## src/rtl/fifo_pkg.sv

```systemverilog
// Shared FIFO helpers: depth derivation and threshold legality checks.
package fifo_pkg;

   // Number of words held by a FIFO with the given address width.
   function automatic int unsigned fifo_depth(input int unsigned addr_width);
      return 32'd1 << addr_width;
   endfunction

   // Almost-full threshold must lie in 1..depth.
   function automatic bit afull_thresh_ok(input int unsigned thresh,
                                          input int unsigned depth);
      return (thresh >= 1) && (thresh <= depth);
   endfunction

   // Almost-empty threshold must lie in 0..depth-1.
   function automatic bit aempty_thresh_ok(input int unsigned thresh,
                                           input int unsigned depth);
      return thresh < depth;
   endfunction

endpackage

```

## src/rtl/scfifo_ram.sv

```systemverilog
// DEPTH x DATA_WIDTH storage: one synchronous write port, one asynchronous read port.
// Contents are deliberately not reset.
module scfifo_ram #(
   parameter int unsigned DATA_WIDTH = 32,
   parameter int unsigned ADDR_WIDTH = 2
) (
   input  logic                  clk,
   input  logic                  we,
   input  logic [ADDR_WIDTH-1:0] waddr,
   input  logic [DATA_WIDTH-1:0] wdata,
   input  logic [ADDR_WIDTH-1:0] raddr,
   output logic [DATA_WIDTH-1:0] rdata
);

   logic [DATA_WIDTH-1:0] mem [2**ADDR_WIDTH];

   // Write port: store the word on the rising edge when enabled.
   always_ff @(posedge clk) begin
      if (we) begin
         mem[waddr] <= wdata;
      end
   end

   // Read port is combinational so show-ahead can present the head word directly.
   assign rdata = mem[raddr];

endmodule

```

## src/rtl/scfifo.sv

```systemverilog
// Single-clock FIFO with fill level, almost flags, error pulses, synchronous clear
// and selectable show-ahead read mode.
module scfifo
   import fifo_pkg::*;
#(
   parameter int unsigned DATA_WIDTH    = 32,
   parameter int unsigned ADDR_WIDTH    = 2,
   parameter int unsigned AFULL_THRESH  = 3,
   parameter int unsigned AEMPTY_THRESH = 1,
   parameter int unsigned SHOWAHEAD     = 0
) (
   input  logic                  clk,
   input  logic                  reset_n,
   input  logic                  sclr,
   input  logic [DATA_WIDTH-1:0] data_in,
   input  logic                  wr_req,
   output logic                  wr_full,
   output logic                  wr_almost_full,
   output logic [DATA_WIDTH-1:0] data_out,
   input  logic                  rd_req,
   output logic                  rd_empty,
   output logic                  rd_almost_empty,
   output logic [ADDR_WIDTH:0]   usedw,
   output logic                  overflow,
   output logic                  underflow
);

   localparam int unsigned DEPTH = fifo_depth(ADDR_WIDTH);

   localparam logic [ADDR_WIDTH:0]   DepthCnt  = DEPTH[ADDR_WIDTH:0];
   localparam logic [ADDR_WIDTH:0]   AfullCnt  = AFULL_THRESH[ADDR_WIDTH:0];
   localparam logic [ADDR_WIDTH:0]   AemptyCnt = AEMPTY_THRESH[ADDR_WIDTH:0];
   localparam logic [ADDR_WIDTH:0]   CntOne    = 1;
   localparam logic [ADDR_WIDTH-1:0] PtrOne    = 1;

   if (!afull_thresh_ok(AFULL_THRESH, DEPTH)) begin : g_bad_afull
      $error("scfifo: AFULL_THRESH out of range 1..DEPTH");
   end
   if (!aempty_thresh_ok(AEMPTY_THRESH, DEPTH)) begin : g_bad_aempty
      $error("scfifo: AEMPTY_THRESH out of range 0..DEPTH-1");
   end

   logic [ADDR_WIDTH-1:0] wr_ptr_q, rd_ptr_q;
   logic [ADDR_WIDTH:0]   usedw_q, usedw_d;
   logic                  overflow_q, underflow_q;
   logic [DATA_WIDTH-1:0] dout_q;
   logic [DATA_WIDTH-1:0] rd_data;
   logic                  wr_ok, rd_ok;

   // Flags decode only the registered count; requests never feed back into them.
   assign wr_full         = (usedw_q == DepthCnt);
   assign rd_empty        = (usedw_q == '0);
   assign wr_almost_full  = (usedw_q >= AfullCnt);
   assign rd_almost_empty = (usedw_q <= AemptyCnt);
   assign usedw           = usedw_q;
   assign overflow        = overflow_q;
   assign underflow       = underflow_q;

   // A write while full is refused even if a read frees a slot in the same cycle.
   assign wr_ok = wr_req && !wr_full;
   assign rd_ok = rd_req && !rd_empty;

   scfifo_ram #(
      .DATA_WIDTH (DATA_WIDTH),
      .ADDR_WIDTH (ADDR_WIDTH)
   ) u_ram (
      .clk   (clk),
      .we    (wr_ok && !sclr),
      .waddr (wr_ptr_q),
      .wdata (data_in),
      .raddr (rd_ptr_q),
      .rdata (rd_data)
   );

   // Next fill level: +1 write only, -1 read only, else unchanged.
   always_comb begin
      usedw_d = usedw_q;
      unique case ({wr_ok, rd_ok})
         2'b10:   usedw_d = usedw_q + CntOne;
         2'b01:   usedw_d = usedw_q - CntOne;
         default: usedw_d = usedw_q;
      endcase
   end

   // Pointers, count, error pulses and the normal-mode output register.
   always_ff @(posedge clk or negedge reset_n) begin
      if (!reset_n) begin
         wr_ptr_q    <= '0;
         rd_ptr_q    <= '0;
         usedw_q     <= '0;
         overflow_q  <= 1'b0;
         underflow_q <= 1'b0;
         dout_q      <= '0;
      end else if (sclr) begin
         wr_ptr_q    <= '0;
         rd_ptr_q    <= '0;
         usedw_q     <= '0;
         overflow_q  <= 1'b0;
         underflow_q <= 1'b0;
         dout_q      <= '0;
      end else begin
         if (wr_ok) begin
            wr_ptr_q <= wr_ptr_q + PtrOne;
         end
         if (rd_ok) begin
            rd_ptr_q <= rd_ptr_q + PtrOne;
            dout_q   <= rd_data;
         end
         usedw_q     <= usedw_d;
         overflow_q  <= wr_req && wr_full;
         underflow_q <= rd_req && rd_empty;
      end
   end

   // Show-ahead presents the head word directly; normal mode presents the register.
   assign data_out = (SHOWAHEAD != 0) ? rd_data : dout_q;

endmodule

```

## config.mk

```make
export PLATFORM = sky130hd
export DESIGN_NAME = scfifo
export DESIGN_NICKNAME = d
export VERILOG_FILES = /design/src/rtl/fifo_pkg.sv /design/src/rtl/scfifo_ram.sv /design/src/rtl/scfifo.sv
export SDC_FILE = /design/constraint.sdc
export NUM_CORES = 1
export LEC_CHECK = 0
export CAP_MARGIN = 0
export CORE_MARGIN = 2
export CORE_UTILIZATION = 59
export DETAILED_ROUTE_END_ITERATION = 8
export MAX_ROUTING_LAYER = met4
export PLACE_DENSITY = 0.84
export SETUP_SLACK_MARGIN = 0.05
export SYNTH_ARGS = -nofsm -noshare
export SYNTH_HDL_FRONTEND = slang
export SYNTH_HIERARCHICAL = 1
export SYNTH_SLANG_ARGS = --single-unit
```

## constraint.sdc

```tcl
create_clock -name clk -period 6.35 [get_ports clk]
set_input_delay 1.27 -clock clk [delete_from_list [all_inputs] [get_ports clk]]
set_output_delay 1.27 -clock clk [all_outputs]
set_load 0.02 [all_outputs]
```

==> impl_metrics.json <==
{
  "status": "finished clean",
  "syn_inst": 299,
  "fp.dieW_um": 108,
  "ir_worst_vdd_mv": 0.287,
  "synthFlopType": "edfxtp_1",
  "htreeDepth": 4,
  "vias": 3146,
  "synth_edf_count": 128,
  "synth-seq-cells": 169,
  "post-cts-setup-buffers": 0,
  "cts.hold.buffers_added": 0,
  "netlist_area_um2": 6430,
  "finalHoldViolCount": 0,
  "synthArstFlopShare": 0.243,
  "cts_max_path_buffers": 2,
  "drt-total-wl_mm": 11.6,
  "ant_nets": 0,
  "gp_congestion": 0.753,
  "grt_start_max_net_pins": 42,
  "cp.required_ns": 5.08,
  "coreArea_um2": 10700,
  "n_antenna_cell": 0,
  "dieArea_um2": 11800,
  "start_util": 0.599,
  "drc": 0,
  "hold_path.class": "flip-flop to flip-flop",
  "area_growth_pct": 21.5,
  "layout-drive-gt1-share": 0.183,
  "tightest_slew_ns": 1.00,
  "holdPathStages": 1,
  "r2r_end": "u_ram/mem[3][8]$_DFFE_PP_",
  "cp-end-kind": "output port",
  "die_y_um": 108,
  "fin_crit_ns": 3.55,
  "p_leak_nw": 2.77,
  "synth_cell_types": 32,
  "slew_violations": 0,
  "track_usage": 0.226,
  "cts_tree": "done",
  "power_density_nw_per_um2": 415,
  "grt_pass1_wl_mm": 18.3,
  "setup_ws_ns": 2.80,
  "criticalPathCategory": "flip-flop to output port",
  "arrival_ns": 2.28,
  "slew_headroom": 0.332,
  "drv_cap": 0,
  "timing.final.crit_share": 0.559,
  "startpoint_type": "flip-flop",
  "min_from": "data_out[28]$_DFFE_PN0P_",
  "drt_pass1_iterations": 6,
  "path_clk_slew_ns": 0.06,
  "antenna_found_initial": 0,
  "vias_per_cell": 5.89,
  "cts-resized-gates": 0,
  "min_to": "data_out[28]$_DFFE_PN0P_",
  "cts.sinks": 169,
  "avgRoutedWirePerCell_um": 21.7,
  "final_common_cell": "edfxtp_1",
  "grt_pass1_vias": 3322,
  "final_cell_mix": "128 x edfxtp_1, 76 x clkdlybuf4s50_1, 39 x dfrtp_1",
  "gr-total-overflow": 0,
  "rows": 38,
  "cts_made_buffers": 17,
  "r2r_slack_ns": 3.81,
  "clock_latency_ns": 0.53,
  "worst_clock_skew_ns": 0.00981,
  "portBuffers": 77,
  "clockRootBuffer": "clkbuf_8",
  "rsz0062_at_grt": "false",
  "fmax_mhz": 282,
  "dp_hpwl_mm": 6.30,
  "holdWs_ns": 0.499,
  "yosysSeqAreaShare": 0.757,
  "finalNetCount": 425,
  "io_pins": 78,
  "r2r-start": "usedw[0]$_DFFE_PN0P_",
  "ff2ff_path_depth": 5,
  "path_max_fanout": 6,
  "place_ws_ns": 2.79,
  "drt_iter0_drc": 259,
  "finalSetupTns_ns": 0,
  "setup-violations-final": 0,
  "yosys_warnings": 6,
  "syn_nets": 341,
  "syn_avg_cell_area_um2": 21.5
}
## synthesized netlist by cell type (all sizes together), types with 2 or more instances
cell    count  area [um2]
a21oi       4        31.3
a22o       33         289
and3b       3        26.3
buf        14         170
dfrtp      41        1030
edfxtp    128        3840
ha          5        62.6
inv         6        22.5
mux4       32         728
nand2       4        22.5
nor2       11        57.6
nor3b       2        15.0
o21ai       2        10.0
xnor2       3        26.3
xor2        3        26.3
## state kept, by name (all words and copies together) (netlist names)
register,flops
overflow,1
u_ram/mem,128
usedw,3
underflow,1
rd_ptr_q,2
wr_ptr_q,2
data_out,32
## worst max path at each step
stage	slack, ns	cells after the start	to	from
global placement	2.89	3	u_ram/mem[1][12]$_DFFE_PP_	sclr
CTS	2.79	5	wr_full	usedw[1]$_DFFE_PN0P_
floorplan	1.81	3	u_ram/mem[0][0]$_DFFE_PP_	wr_req
global route	2.65	5	wr_full	usedw[1]$_DFFE_PN0P_
detailed placement	2.79	3	u_ram/mem[1][17]$_DFFE_PP_	sclr
finish	2.80	5	wr_full	usedw[1]$_DFFE_PN0P_
## power breakdown
group	internal, mW	total (mW)	switching [mW]
sequential	1.32	1.40	0.0809
combinational	0.401	0.819	0.418
clock	0.640	1.03	0.387
## kinds of logic (layout without fill, tap and decap cells)
group | after synthesis | in the layout | share of synthesized area
mux | 33 | 33 | 0.115
flops | 169 | 169 | 0.757
simple gates | 23 | 23 | 0.0228
buf+inv | 20 | 115 | 0.0300
compound gates | 43 | 43 | 0.0574
xor+xnor | 6 | 6 | 0.00817
fa+ha+maj | 5 | 5 | 0.00973
## area by class of cell
class                   instances  area (um2)
multi-input cells             110        1380
well taps                     140         175
clock inverters                10         151
flip-flops and latches        169        4870
fillers                       659        2930
clock buffers                  20         435
repair buffers                 79         781
inverters                       6        22.5
## critical path: stages, from the launching register on
cell and delay [ns]:
dfrtp_1 0.42, inv_1 0.17, ha_1 0.32, inv_1 0.11, nor2_1 0.13, clkdlybuf4s50_1 0.62
## metal layers
metal  global-route usage  up-vias  wire [um]
li1                     -     1384          -
met1                0.288     1611       4790
met2                0.342      119       5850
met3               0.0621       32        668
met4                0.106        0        295
met5                    -        -          0
## per-stage QoR
step	utilization	instances	cell area, um2	total power, mW
2_1_floorplan	-	299	6430	1.99
3_3_place_gp	0.673	504	7230	2.21
5_1_grt	0.727	534	7820	3.38
6_report	0.727	534	7820	3.24
4_1_cts	0.727	534	7820	3.27
3_5_place_dp	0.673	504	7230	2.24
Power figures use the tool's default switching activity.
